**config.mk**
```make
export PLATFORM = sky130hd
export DESIGN_NAME = deser8
export DESIGN_NICKNAME = d
export VERILOG_FILES = /design/src/rtl/deser8_pkg.sv /design/src/rtl/deser8.sv
export SDC_FILE = /design/constraint.sdc
export NUM_CORES = 1
export LEC_CHECK = 0
export BUFFER_PORTS_ARGS = -buffer_cell sky130_fd_sc_hd__buf_2
export CAP_MARGIN = 20
export CELL_PAD_IN_SITES_DETAIL_PLACEMENT = 1
export CELL_PAD_IN_SITES_GLOBAL_PLACEMENT = 1
export CORE_MARGIN = 1.5
export CORE_UTILIZATION = 40
export CTS_CLUSTER_DIAMETER = 150
export DETAILED_ROUTE_END_ITERATION = 12
export GPL_ROUTABILITY_DRIVEN = 1
export PLACE_DENSITY_LB_ADDON = 0.1
export SYNTH_ARGS = -nofsm -noshare
export SYNTH_HDL_FRONTEND = slang
export SYNTH_SLANG_ARGS = --single-unit
```
**constraint.sdc**
```tcl
create_clock -name clk -period 1.38 [get_ports clk]
set_input_delay 0.069 -clock clk [delete_from_list [all_inputs] [get_ports clk]]
set_output_delay 0.069 -clock clk [all_outputs]
set_load 0.03 [all_outputs]
```
**src/rtl/deser8_pkg.sv**
```systemverilog
// Shared constants for the 8-bit serial-to-parallel deserializer.
package deser8_pkg;
  localparam int WORD_W = 8;
  localparam int IDX_W  = 3;
endpackage

```
**src/rtl/deser8.sv**
```systemverilog
// Serial-to-parallel converter: collects 8 sampled bits into a word and
// presents it on a registered valid/ready output with a sticky overrun flag.
module deser8
  import deser8_pkg::*;
#(
  parameter bit LSB_FIRST = 1'b1
) (
  input  logic              clk,
  input  logic              rst_n,
  input  logic              sin,
  input  logic              sin_valid,
  input  logic              align,
  input  logic              dout_ready,
  input  logic              ovr_clr,
  output logic [WORD_W-1:0] dout,
  output logic              dout_valid,
  output logic [IDX_W-1:0]  bit_idx,
  output logic              overrun
);

  logic [WORD_W-1:0] shreg;
  logic [WORD_W-1:0] asm_base;
  logic [WORD_W-1:0] asm_next;
  logic [IDX_W-1:0]  idx_base;
  logic [IDX_W-1:0]  pos;
  logic              complete;
  logic              xfer;

  // align restarts the word before the current bit is placed, so a bit
  // sampled alongside align becomes bit 0 of a fresh word.
  always_comb begin
    idx_base = align ? '0 : bit_idx;
    asm_base = align ? '0 : shreg;
    pos      = LSB_FIRST ? idx_base : IDX_W'(WORD_W-1) - idx_base;
    asm_next = asm_base;
    if (sin_valid) asm_next[pos] = sin;
    complete = sin_valid && !align && (bit_idx == IDX_W'(WORD_W-1));
    xfer     = dout_valid && dout_ready;
  end

  always_ff @(posedge clk) begin
    if (!rst_n) begin
      bit_idx    <= '0;
      shreg      <= '0;
      dout       <= '0;
      dout_valid <= 1'b0;
      overrun    <= 1'b0;
    end else begin
      bit_idx <= sin_valid ? idx_base + IDX_W'(1) : idx_base;
      shreg   <= asm_next;
      if (complete && (!dout_valid || dout_ready)) begin
        dout       <= asm_next;
        dout_valid <= 1'b1;
      end else if (xfer) begin
        dout_valid <= 1'b0;
      end
      // A dropped word outranks a simultaneous clear.
      if (complete && dout_valid && !dout_ready) overrun <= 1'b1;
      else if (ovr_clr)                          overrun <= 1'b0;
    end
  end

endmodule

```
### Word-level counts from Yosys, hierarchy flattened

Cells that the tools add are included.

| word-level totals | value |
|---|---|
| flip-flop bits (word level) | 21 |
| input bits | 7 |
| output and inout port bits | 13 |
| logic and storage cells | 33 |

| cells by class | value |
|---|---|
| add/subtract/negate cells | 1 |
| order comparisons | 2 |
| eq/ne operators | 1 |
| mux-type cells | 11 |
| reductions and logical operators | 13 |

Operator list:

| kind | number |
|---|---|
| $mux W8 | 2 |
| $bwmux W8 | 1 |
| $logic_and A1 B1 Y1 | 7 |
| $mux W3 | 2 |
| $mux W1 | 5 |
| $lt A3 B4 Y1 const B | 1 |
| $reduce_bool A2 Y1 | 2 |
| $add A3 B1 Y3 const B | 1 |
| $demux W1 S3 | 1 |
| $eq A3 B3 Y1 const B | 1 |
| $ge A3 B1 Y1 const B | 1 |
| $logic_not A1 Y1 | 3 |
| $logic_or A1 B1 Y1 | 1 |

### Depth between registers and ports, before layout

Gate-level depths: netlist of run 1.

| depth | value |
|---|---|
| word-level depth | 7 |
| mapped depth | 5 |
| mapped depth without buffers | 3 |

### Worst setup path before layout of run 1

OpenSTA, ideal clock, no wires.

| path | value |
|---|---|
| path kind | reg-to-reg |
| start | register bit_idx[0] |
| end | register dout[1] |
| setup time | 129 ps |
| arrival time | 1239 ps |
| required time | 1251 ps |
| slack | 12 ps |
| stages on the path, launching flop included | 5 |
| path buffers | 1 |
| clock period less this slack | 1368 ps |
| cell sequence | dfxtp_1 -> buf_4 -> and4bb_1 -> mux2i_1 -> a211oi_2 |

| between the ends | value |
|---|---|
| word-level cells in the longest chain between the ends | 7 |
| elaborated cells between the ends (all ways) | 11 |
| those cells by class | 2 x order compare; 1 x eq/ne; 5 x mux; 3 x reduce/logical |

Ends and longest elaborated chain:

| what | line | source |
|---|---|---|
| from (decl) | deser8.sv:17 | `output logic [IDX_W-1:0] bit_idx,` |
| from (signal assigned) | deser8.sv:49 | `bit_idx <= sin_valid ? idx_base + IDX_W'(1) : idx_base;` |
| $mux W3 | deser8.sv:32 | `idx_base = align ? '0 : bit_idx;` |
| $lt A3 B4 Y1 (not written as such) or $ge A3 B1 Y1 (tied branches) | deser8.sv:36 | `if (sin_valid) asm_next[pos] = sin;` |
| $logic_and A1 B1 Y1 (not written as such) | deser8.sv:36 |  |
| $mux W1 (not written as such) | deser8.sv:36 |  |
| $demux W1 S3 | deser8.sv:36 |  |
| $bwmux W8 | deser8.sv:36 |  |
| $mux W8 | deser8.sv:36 |  |
| to (signal assigned) | deser8.sv:52 | `dout <= asm_next;` |
| to (decl) | deser8.sv:15 | `output logic [WORD_W-1:0] dout,` |

Parallel ways exist; a longest one is shown, timed or not.
A chain may end at the register's enable or synchronous reset.

### Final worst setup path of run 1

| path | value |
|---|---|
| start | register bit_idx[0] |
| end | register dout[2] |

Same word-level chain as after synthesis.

==> impl_summary.txt, run 1 <==
----------------------------------------------------
[Placement]
  Routability Congestion ... 0.698
  Detailed Place HPWL ... 1490 um
  Post-Place Worst Slack ... 0.00841 ns
  Count of input and output buffers ... 19
  Number of cells after detailed placement ... 138
  Post-place instance area ... 1040 um2

[STA]
  Hold Violations, Final ... 0
  # setup viols final ... 0
  Worst-Margin Slew ... 0.418 ns
  Slack of the critical path ... 0.151 ns
  Tmin final ... 1.23 ns
  Achievable Freq ... 814 MHz
  Max-Slew Margin vs Limit ... 72.0%
  Setup total negative slack ... 0 ns
  Clock skew ... 0.00235 ns
  RSZ-0062 raised after global routing ... false
  Tcrit/Tclk final ... 89.1%
  Hold slack ... 0.0468 ns
  Count of pins over their slew limit ... 0

[Synth]
  Average cell area after synthesis ... 9.88 um2
  Synthesized instance count ... 98
  Share of the synthesized area in the top cell type ... 41.3%
  Cell type with the largest total area after synthesis ... dfxtp_1
  Synth async-reset ratio ... 0%
  Netlist cell types ... 31
  Fraction of the yosys area taken by sequential cells ... 41.3%
  Synth Register Bits ... 20
  Top_reg_cell synth ... dfxtp_1
  Dominant cells by area after synthesis ... dfxtp_1 41%, mux2i_1 7.2%, a21oi_1 4.1%, nor2_1 3.9%, o31ai_1 3.9%
  Yosys warnings ... 0
  Number of synthesized flops with an enable pin ... 0
  Total standard cell area after synthesis ... 968 um2
  Net count after synthesis ... 105

[Finish]
  Antenna cell count ... 0
  Fraction of final layout cells sized beyond drive strength 1 ... 33.3%
  Nets@finish ... 122
  Commonest cells after routing, fill and taps aside ... 19 x buf_2, 18 x dfxtp_1, 10 x nor2_1
  Final instance area ... 1110 um2
  Core occupancy in the finished layout ... 49.1%
  Final std cells w/o fill ... 142
  Fill cell total of the finished layout ... 279
  Most common cell after layout, fill and taps aside ... buf_2
  Area overhead of the layout relative to synthesis ... 14.3%

[GRT]
  Overflow after GRT ... 0
  Wire length of the first global-routing pass ... 3860 um
  Total Routing Usage GR ... 19.7%
  Pin count of the biggest net entering global routing ... 14
  Vias in the first global route ... 759
  Antenna violations before repair ... 0

[Routing]
  Remaining number of nets flagged by the antenna check after routing ... 0
  Detailed-route DRC error count ... 0
  DRC marker count from the first detailed-route iteration ... 6
  Detailed-router iteration count before antenna repair ... 3
  Detailed-route wire length ... 2180 um
  Via total after detailed routing ... 770
  Wirelength per Cell ... 15.4 um
  Per-cell via count in the routed design ... 5.42

[Power]
  Net Sw Frac ... 21.3%
  Share of total power in the clock network ... 41.3%
  Internal power consumption ... 0.910 mW
  Net Switching ... 0.246 mW
  Design Power ... 1.16 mW
  Combinational group share of total power ... 7.6%
  Reg power frac ... 51.1%
  IR drop worst, VDD ... 870 uV
  Leakage power total ... 0.468 nW
  Power density normalized to cell area ... 1040 nW/um2

[Die]
  Number of core rows ... 17
  Number of placed I/O pins ... 20
  Floorplan die height ... 52.2 um
  Die Footprint ... 2730 um2
  Floorplan Core Area ... 2250 um2
  Initial Utilization ... 43.0%
  Die Width ... 52.2 um

[Worst setup path]
  Family with the most delay on the worst path ... flip-flops
  Delay of the slowest critical-path stage ... 0.49 ns
  Crit path buffers/inverters ... 0
  Destination of the worst register-to-register timing path ... dout[2]
  Cell with the largest stage delay on the worst path ... dfxtp_1
  CP startpoint kind ... register
  Top fanout value on the critical path ... 9
  Worst endpoint data arrival time ... 1.46 ns
  Register-to-register path setup slack ... 0.15 ns
  Worst Setup Path Type ... reg -> reg
  Depth of the most critical reg-to-reg path ... 3
  Required time at the endpoint of the critical path ... 1.61 ns
  Reg2reg start ... bit_idx[0]
  Ordered list of cells on the worst path ... and2_2, a31oi_1, a211oi_2
  Critical path endpoint category ... register

[Status]
  Run status ... finished clean

[Clock network]
  Clock latency of the later-clocked register in the worst-skew pair ... 0.30 ns
  CTS max path bufs ... 2
  TritonCTS Buffers ... 3
  Sinks on Clock Net ... 20
  Cell at the root of the clock tree ... clkbuf_4
  CTS HTree Levels ... 1
  Clock-pin slew reported for the worst setup and hold paths after clock tree synthesis ... 0.12 ns
  Clock tree from TritonCTS ... built

[Min path]
  Worst hold stages ... 4
  Worst hold-check path type ... in -> reg
  Worst Min Path Start ... ovr_clr
  Hold path endpoint ... overrun

[Run]
  Number of maximum-capacitance constraint violations ... 0

----------------------------------------------------
cell families (layout without fill, tap and decap cells):
kind of cell              Yosys count  after routing  share of synthesized area [%]
and+or+nand+nor                    37             37                           26.4
xor gates and xnor gates            2              2                           1.81
muxes                               7              7                           7.24
AOI/OAI and AO/OA                  20             20                           14.6
buffers and inverters              12             28                           8.66
DFF                                20             20                           41.3
final cells by class:
class                   count  area (um2)  share of cell area, %
repair buffers             22         118                   10.6
clock buffers               3        22.5                   2.03
multi-input cells          66         492                   44.4
flip-flops and latches     20         403                   36.4
inverters                   2        7.51                  0.678
well taps                  28        35.0                   3.16
clock inverters             1        30.0                   2.71
state kept, by name, summed over array words and instances (netlist names):
signal and flops:
dout 8, dout_valid 1, bit_idx 3, overrun 1, shreg 7
synth_stat cells, drive strengths merged (3+ instances only):
| cell type | count |
|---|---|
| dfxtp | 20 |
| clkbuf | 3 |
| nand4 | 5 |
| buf | 7 |
| a21oi | 8 |
| nor2b | 3 |
| nand2 | 3 |
| nor2 | 10 |
| and4bb | 3 |
| mux2i | 7 |
| nand4b | 4 |
| o31ai | 5 |
metal layers:
| metal | wire length [um] | up-vias | global-route usage [%] |
|---|---|---|---|
| met2 | 1020 | 10 | 28.3 |
| met1 | 1090 | 369 | 28.5 |
| met4 | 17 | 0 | 8.97 |
| li1 | - | 389 | - |
| met5 | 0 | - | 0 |
| met3 | 51 | 2 | 3.43 |
power by group through the flow:
stage          clock [mW]  sequential [mW]  combinational, mW
3_3_place_gp            0            0.603             0.0847
2_1_floorplan           0            0.605             0.0596
5_1_grt             0.526            0.592             0.0976
6_report            0.478            0.591             0.0876
4_1_cts             0.499            0.590             0.0873
3_5_place_dp            0            0.603             0.0868
worst max path at each step:
stage | start | depth (start not counted) | endpoint
detailed placement | bit_idx[2] | 3 | dout[1]
CTS | dout_valid | 3 | dout[2]
finish | bit_idx[0] | 3 | dout[2]
global route | bit_idx[0] | 4 | shreg[3]
floorplan | bit_idx[0] | 4 | dout[1]
global placement | bit_idx[2] | 3 | dout[1]
tightest hold or removal path, cell delays in order:
cell,delay (ns)
buf_2,0.10
inv_1,0.04
a32oi_1,0.04
nor2_1,0.07
repair_timing:
item / CTS / global route
hold buffers: 0 / 0
buffers inserted: 0 / 0
gates resized for setup: 2 / 4
setup endpoints to repair: 2 / 11
(Power assumes the default switching activity.)
==> run 2: changes to the inputs <==
GPL_TIMING_DRIVEN = 0   (was not set)
==> impl_summary.txt, run 2 (synthesized netlist as in run 1, its figures left out) <==
----------------------------------------------------
[Status]
  Run status ... finished clean (unchanged)

[Worst setup path]
  Crit path buffers/inverters ... 1 (was 0)
  Ordered list of cells on the worst path ... buf_6, and4bb_1, mux2i_2, a211oi_2 (was and2_2, a31oi_1, a211oi_2)
  Worst endpoint data arrival time ... 1.48 ns (was 1.46 ns)
  CP startpoint kind ... register (unchanged)
  Family with the most delay on the worst path ... flip-flops (unchanged)
  Top fanout value on the critical path ... 10 (was 9)
  Critical path endpoint category ... register (unchanged)
  Cell with the largest stage delay on the worst path ... dfxtp_1 (unchanged)
  Required time at the endpoint of the critical path ... 1.57 ns (was 1.61 ns)
  Worst Setup Path Type ... reg -> reg (unchanged)
  Delay of the slowest critical-path stage ... 0.34 ns (was 0.49 ns)

[Power]
  Power density normalized to cell area ... 906 nW/um2 (was 1040 nW/um2)
  Leakage power total ... 0.490 nW (was 0.468 nW)
  Internal power consumption ... 0.782 mW (was 0.910 mW)
  IR drop worst, VDD ... 559 uV (was 870 uV)
  Net Sw Frac ... 24.1% (was 21.3%)
  Reg power frac ... 56.8% (was 51.1%)
  Net Switching ... 0.249 mW (was 0.246 mW)
  Share of total power in the clock network ... 33.6% (was 41.3%)
  Combinational group share of total power ... 9.6% (was 7.6%)

[STA]
  Tcrit/Tclk final ... 93.1% (was 89.1%)
  Worst-Margin Slew ... 0.425 ns (was 0.418 ns)
  Achievable Freq ... 778 MHz (was 814 MHz)
  Max-Slew Margin vs Limit ... 71.7% (was 72.0%)
  Tmin final ... 1.29 ns (was 1.23 ns)
  Count of pins over their slew limit ... 0 (unchanged)
  RSZ-0062 raised after global routing ... false (unchanged)
  # setup viols final ... 0 (unchanged)
  Hold Violations, Final ... 0 (unchanged)
  Setup total negative slack ... 0 ns (unchanged)
  Clock skew ... 0.00757 ns (was 0.00235 ns)

[Clock network]
  Clock tree from TritonCTS ... built (unchanged)
  Clock latency of the later-clocked register in the worst-skew pair ... 0.31 ns (was 0.30 ns)
  TritonCTS Buffers ... 3 (unchanged)
  Post-CTS Hold Fix Bufs ... 0 (unchanged)
  CTS max path bufs ... 2 (unchanged)
  Sinks on Clock Net ... 20 (unchanged)
  Cell at the root of the clock tree ... clkbuf_4 (unchanged)
  CTS HTree Levels ... 1 (unchanged)
  Clock-pin slew reported for the worst setup and hold paths after clock tree synthesis ... 0.12 ns (about the same)

[Finish]
  Commonest cells after routing, fill and taps aside ... 20 x buf_2, 19 x dfxtp_1, 10 x nor2_1 (was 19 x buf_2, 18 x dfxtp_1, 10 x nor2_1)
  Nets@finish ... 128 (was 122)
  Register with the most flip-flops ... dout (unchanged)
  Number of flip-flops under the largest register name ... 8 (unchanged)
  Leading registers by flop count ... dout (8), shreg (7), bit_idx (3) (unchanged)
  Final std cells w/o fill ... 148 (was 142)
  Antenna cell count ... 0 (unchanged)
  Most common cell after layout, fill and taps aside ... buf_2 (unchanged)
  Seq. cell area ... 402 um2 (was 403 um2)
  Area taken by multi-input logic gates ... 490 um2 (was 492 um2)
  Fill cell total of the finished layout ... 280 (was 279)
  Area overhead of the layout relative to synthesis ... 17.4% (was 14.3%)
  Fraction of final layout cells sized beyond drive strength 1 ... 32.5% (was 33.3%)

[GRT]
  Antenna violations before repair ... 0 (unchanged)
  Pin count of the biggest net entering global routing ... 12 (was 14)
  Wire length of the first global-routing pass ... 3720 um (was 3860 um)
  Overflow after GRT ... 0 (unchanged)
  Vias in the first global route ... 754 (was 759)
  Total Routing Usage GR ... 19.5% (was 19.7%)

[Die]
  Floorplan die height ... 52.2 um (unchanged)
  Number of placed I/O pins ... 20 (unchanged)
  Number of core rows ... 17 (unchanged)
  Die Footprint ... 2730 um2 (unchanged)
  Initial Utilization ... 43.0% (unchanged)
  Floorplan Core Area ... 2250 um2 (unchanged)
  Die Width ... 52.2 um (unchanged)

[Routing]
  DRC marker count from the first detailed-route iteration ... 13 (was 6)
  Via total after detailed routing ... 783 (was 770)
  Remaining number of nets flagged by the antenna check after routing ... 0 (unchanged)
  Detailed-route DRC error count ... 0 (unchanged)
  Per-cell via count in the routed design ... 5.29 (was 5.42)
  Detailed-router iteration count before antenna repair ... 4 (was 3)
  Wirelength per Cell ... 15.1 um (was 15.4 um)
  Detailed-route wire length ... 2240 um (was 2180 um)

[Placement]
  Count of input and output buffers ... 18 (was 19)
  Number of cells after detailed placement ... 144 (was 138)
  Detailed Place HPWL ... 1550 um (was 1490 um)
  Routability Congestion ... 0.732 (was 0.698)

[Min path]
  Worst hold-check path type ... in -> reg (unchanged)

[Run]
  Number of maximum-capacitance constraint violations ... 0 (unchanged)

----------------------------------------------------
## run 2: changes by cell type in the layout (fill, tap and decap cells not counted), sizes merged
| cell | delta |
|---|---|
| buf | +3 |
| clkbuf | +4 |
| bufinv | -1 |
## run 2: path summary, 6_finish.rpt
check	slack [ns]	cells past startpoint	from	endpoint
min reg2reg	0.47	2	dout[3]	dout[3]
min	0.04	4	ovr_clr	overrun
max reg2reg	0.09	4	bit_idx[2]	dout[2]
max	0.09	4	bit_idx[2]	dout[2]
## run 2: area by class of cell
| cell class | count | area share [%] |
|---|---|---|
| multi-input cells | 66 | 43.1 |
| flip-flops and latches | 20 | 35.3 |
| repair buffers | 18 | 7.92 |
| plain buffers | 10 | 6.71 |
| clock buffers | 4 | 3.19 |
| well taps | 28 | 3.08 |
| inverters | 2 | 0.660 |
## run 2: through the flow
step / hold WS, ns / power, mW / cell area (um2) / utilization (%) / worst slack, ns
after CTS: 0.0241 / 1.05 / 1130 / 50.1 / 0.0631
after floorplan: 0.217 / 0.664 / 968 / - / 0.0124
after detailed placement: 0.368 / 0.696 / 1090 / 48.5 / 0.122
final: 0.0381 / 1.03 / 1140 / 50.4 / 0.0948
after global placement: 0.350 / 0.692 / 1090 / 48.5 / 0.131
after global routing: 0.0482 / 1.07 / 1140 / 50.4 / 0.00146
## run 2: worst min-delay path, stage by stage
cell and delay, ns:
buf_2 0.10, inv_1 0.04, a32oi_1 0.04, nor2_1 0.07
## run 2: power by group through the flow
stage               Combinational, mW  Sequential, mW  Clock (mW)
finish                         0.0986           0.586       0.347
global route                    0.108           0.587       0.378
CTS                            0.0977           0.586       0.369
detailed placement             0.0972           0.599           0
global placement               0.0934           0.598           0
floorplan                      0.0596           0.605           0
## run 2: what timing repair did
action                     in CTS  in global routing
buffers inserted                0                  0
setup endpoints to repair       0                  3
resized for setup               0                  3
## run 2: layer usage
layer	up-vias	global-route usage, %	share of wire, %
li1	402	-	-
met1	369	26.0	47
met2	10	28.1	49
met3	2	3.43	2.9
met4	0	14.1	1.4
met5	-	0	0
==> run 3: changes to the inputs <==
--- a/config.mk
+++ b/config.mk
@@ -7,2 +7,3 @@
 export LEC_CHECK = 0
+export ABC_AREA = 1
 export BUFFER_PORTS_ARGS = -buffer_cell sky130_fd_sc_hd__buf_2
@@ -11,4 +12,5 @@
 export CELL_PAD_IN_SITES_GLOBAL_PLACEMENT = 1
+export CORE_ASPECT_RATIO = 2
 export CORE_MARGIN = 1.5
-export CORE_UTILIZATION = 40
+export CORE_UTILIZATION = 36
 export CTS_CLUSTER_DIAMETER = 150
@@ -18,2 +20,3 @@
 export PLACE_DENSITY_LB_ADDON = 0.1
+export REMOVE_ABC_BUFFERS = 1
 export SYNTH_ARGS = -nofsm -noshare
--- a/constraint.sdc
+++ b/constraint.sdc
@@ -3,2 +3,2 @@
 set_output_delay 0.069 -clock clk [all_outputs]
-set_load 0.03 [all_outputs]
+set_load 0.01 [all_outputs]
==> impl_summary.txt, run 3 <==
----------------------------------------------------
[Worst setup path]
  Required time at the endpoint of the critical path ... 1.54 ns (was 1.57 ns)
  Worst Setup Path Type ... reg -> reg (unchanged)
  Ordered list of cells on the worst path ... nand2_2, nor2_4, nand3_4, clkinv_2, nand3_1, nand2_1, inv_1 (was buf_6, and4bb_1, mux2i_2, a211oi_2)
  CP startpoint kind ... register (unchanged)
  Top fanout value on the critical path ... 9 (was 10)
  Worst endpoint data arrival time ... 1.38 ns (was 1.48 ns)
  Register-to-register path setup slack ... 0.16 ns (was 0.09 ns)
  Critical path endpoint category ... register (unchanged)
  Delay of the slowest critical-path stage ... 0.41 ns (was 0.34 ns)
  Cell with the largest stage delay on the worst path ... dfxtp_2 (was dfxtp_1)

[STA]
  Worst-Margin Slew ... 0.532 ns (was 0.425 ns)
  # setup viols final ... 0 (unchanged)
  Setup total negative slack ... 0 ns (unchanged)
  Clock skew ... 0.00379 ns (was 0.00757 ns)
  RSZ-0062 raised after global routing ... false (unchanged)
  Tmin final ... 1.22 ns (was 1.29 ns)
  Max-Slew Margin vs Limit ... 64.3% (was 71.7%)
  Count of pins over their slew limit ... 0 (unchanged)
  Achievable Freq ... 821 MHz (was 778 MHz)
  Hold Violations, Final ... 0 (unchanged)
  Slack of the critical path ... 0.161 ns (was 0.0948 ns)
  Tcrit/Tclk final ... 88.3% (was 93.1%)

[Synth]
  Average cell area after synthesis ... 6.89 um2 (was 9.88 um2)
  Fraction of the yosys area taken by sequential cells ... 42.1% (was 41.3%)
  Synth Register Bits ... 20 (unchanged)
  Share of the synthesized area in the top cell type ... 42.1% (was 41.3%)
  Synthesized instance count ... 138 (was 98)
  Netlist cell types ... 21 (was 31)
  Yosys warnings ... 0 (unchanged)
  Number of synthesized flops with an enable pin ... 0 (unchanged)
  Synth async-reset ratio ... 0% (unchanged)
  Top_reg_cell synth ... dfxtp_1 (unchanged)
  Most used standard cell by instance count after synthesis ... nand2_1 (was dfxtp_1)
  Cell type with the largest total area after synthesis ... dfxtp_1 (unchanged)
  Leading cell types by count after synthesis ... 31 x nand2_1, 22 x inv_1, 20 x dfxtp_1, 18 x a21oi_1, 13 x nand3_1 (was 20 x dfxtp_1, 10 x nor2_1, 8 x a21oi_1, 7 x mux2i_1)
  Dominant cells by area after synthesis ... dfxtp_1 42%, nand2_1 12%, a21oi_1 9.5%, inv_1 8.7%, nand3_1 6.8% (was dfxtp_1 41%, mux2i_1 7.2%, a21oi_1 4.1%, nor2_1 3.9%, o31ai_1 3.9%)
  Total standard cell area after synthesis ... 951 um2 (was 968 um2)

[Placement]
  Routability Congestion ... 0.774 (was 0.732)
  Post-place instance area ... 1060 um2 (was 1090 um2)
  Number of cells after detailed placement ... 182 (was 144)
  Detailed Place HPWL ... 1820 um (was 1550 um)
  Count of input and output buffers ... 19 (was 18)
  Post-Place Worst Slack ... 0.0421 ns (was 0.122 ns)

[Finish]
  Most common cell after layout, fill and taps aside ... nand2_1 (was buf_2)
  Leading registers by flop count ... dout (8), shreg (7), bit_idx (3) (unchanged)
  Commonest cells after routing, fill and taps aside ... 31 x nand2_1, 22 x inv_1, 19 x buf_2 (was 20 x buf_2, 19 x dfxtp_1, 10 x nor2_1)
  Number of flip-flops under the largest register name ... 8 (unchanged)
  Area overhead of the layout relative to synthesis ... 17.9% (was 17.4%)
  Register with the most flip-flops ... dout (unchanged)
  Nets@finish ... 166 (was 128)
  Antenna cell count ... 0 (unchanged)
  Fraction of final layout cells sized beyond drive strength 1 ... 25.3% (was 32.5%)
  Final instance area ... 1120 um2 (was 1140 um2)
  Final std cells w/o fill ... 186 (was 148)

[Clock network]
  Sinks on Clock Net ... 20 (unchanged)
  # Post-CTS Setup Buffers ... 0 (unchanged)
  Post-cts gate resize count ... 0 (unchanged)
  Post-CTS Hold Fix Bufs ... 0 (unchanged)
  TritonCTS Buffers ... 3 (unchanged)
  Cell at the root of the clock tree ... clkbuf_8 (was clkbuf_4)
  CTS max path bufs ... 2 (unchanged)
  Clock-pin slew reported for the worst setup and hold paths after clock tree synthesis ... 0.08 ns (was 0.12 ns)
  CTS HTree Levels ... 1 (unchanged)
  Clock latency of the later-clocked register in the worst-skew pair ... 0.26 ns (was 0.31 ns)
  Clock tree from TritonCTS ... built (unchanged)

[GRT]
  Wire length of the first global-routing pass ... 3730 um (was 3720 um)
  Pin count of the biggest net entering global routing ... 19 (was 12)
  Total Routing Usage GR ... 18.0% (was 19.5%)
  Vias in the first global route ... 913 (was 754)
  Antenna violations before repair ... 0 (unchanged)
  Overflow after GRT ... 0 (unchanged)

[Routing]
  Remaining number of nets flagged by the antenna check after routing ... 0 (unchanged)
  Detailed-route wire length ... 2350 um (was 2240 um)
  DRC marker count from the first detailed-route iteration ... 13 (unchanged)
  Wirelength per Cell ... 12.6 um (was 15.1 um)
  Detailed-router iteration count before antenna repair ... 2 (was 4)
  Per-cell via count in the routed design ... 4.91 (was 5.29)
  Via total after detailed routing ... 914 (was 783)
  Detailed-route DRC error count ... 0 (unchanged)

[Power]
  Leakage power total ... 0.495 nW (was 0.490 nW)
  Power density normalized to cell area ... 982 nW/um2 (was 906 nW/um2)
  IR drop worst, VDD ... 500 uV (was 559 uV)
  Design Power ... 1.10 mW (was 1.03 mW)

[Min path]
  Worst hold-check path type ... in -> reg (unchanged)

[Die]
  Floorplan Core Area ... 2540 um2 (was 2250 um2)
  Die Footprint ... 2980 um2 (was 2730 um2)
  Floorplan die height ... 75.7 um (was 52.2 um)
  Die Width ... 39.3 um (was 52.2 um)
  Number of core rows ... 26 (was 17)
  Number of placed I/O pins ... 20 (unchanged)
  Initial Utilization ... 37.5% (was 43.0%)

[Run]
  Number of maximum-capacitance constraint violations ... 0 (unchanged)

[Status]
  Run status ... finished clean (unchanged)

----------------------------------------------------
## run 3: cell types whose count changed in the layout (fill, tap and decap cells not counted), sizes merged, moves of 4 or more
cell and delta:
a21oi +10, buf -6, inv +25, mux2i -7, nand2 +29, nand3 +14
nand4 -5, nand4b -4, nor2 +5, o31ai -5
## run 3: area by class of cell
type                            count  area (um2)
Multi-Input combinational cell     86         417
Inverter                           29         115
Fill cell                         355        1420
Tap cell                           28        35.0
Timing Repair Buffer               19        95.1
Sequential cell                    20         404
Clock buffer                        4        55.1
## run 3: path summary, 6_finish.rpt
check                                start       to  cells past startpoint
worst max-delay path            bit_idx[1]  dout[6]                      7
worst min-delay path                 rst_n  dout[2]                      3
worst max register to register  bit_idx[1]  dout[6]                      7
worst min register to register     overrun  overrun                      2
## run 3: power breakdown
part	leakage, nW	total [mW]	internal (mW)	switching [mW]
Sequential	0.163	0.588	0.582	0.00568
Combinational	0.303	0.0644	0.0178	0.0466
Clock	0.0288	0.448	0.254	0.194
## run 3: cells by family after synthesis
logic type / Yosys count / synth area share (%)
buf+inv: 32 / 14.1
compound gates: 24 / 13.4
simple gates: 62 / 30.4
flops: 20 / 42.1
## run 3: worst max-delay path, delay by kind of cell, from the launching register on
family,cells,cell delay (ns)
DFF,1,0.41
buffers and inverters,2,0.19
and+or+nand+nor,5,0.53
## run 3: metal layers
metal	vias up	track usage (%)	routed length (um)
met5	-	0	0
met4	0	5.75	31
met3	4	2.62	63
met2	16	36.5	1400
met1	430	16.8	853
li1	464	-	-
## run 3: per-stage QoR
stage	hold slack, ns	utilization [%]
after floorplan	0.192	-
after global placement	0.321	41.9
after detailed placement	0.330	41.9
after CTS	0.0586	44.0
after global routing	0.0640	44.2
final	0.0555	44.2
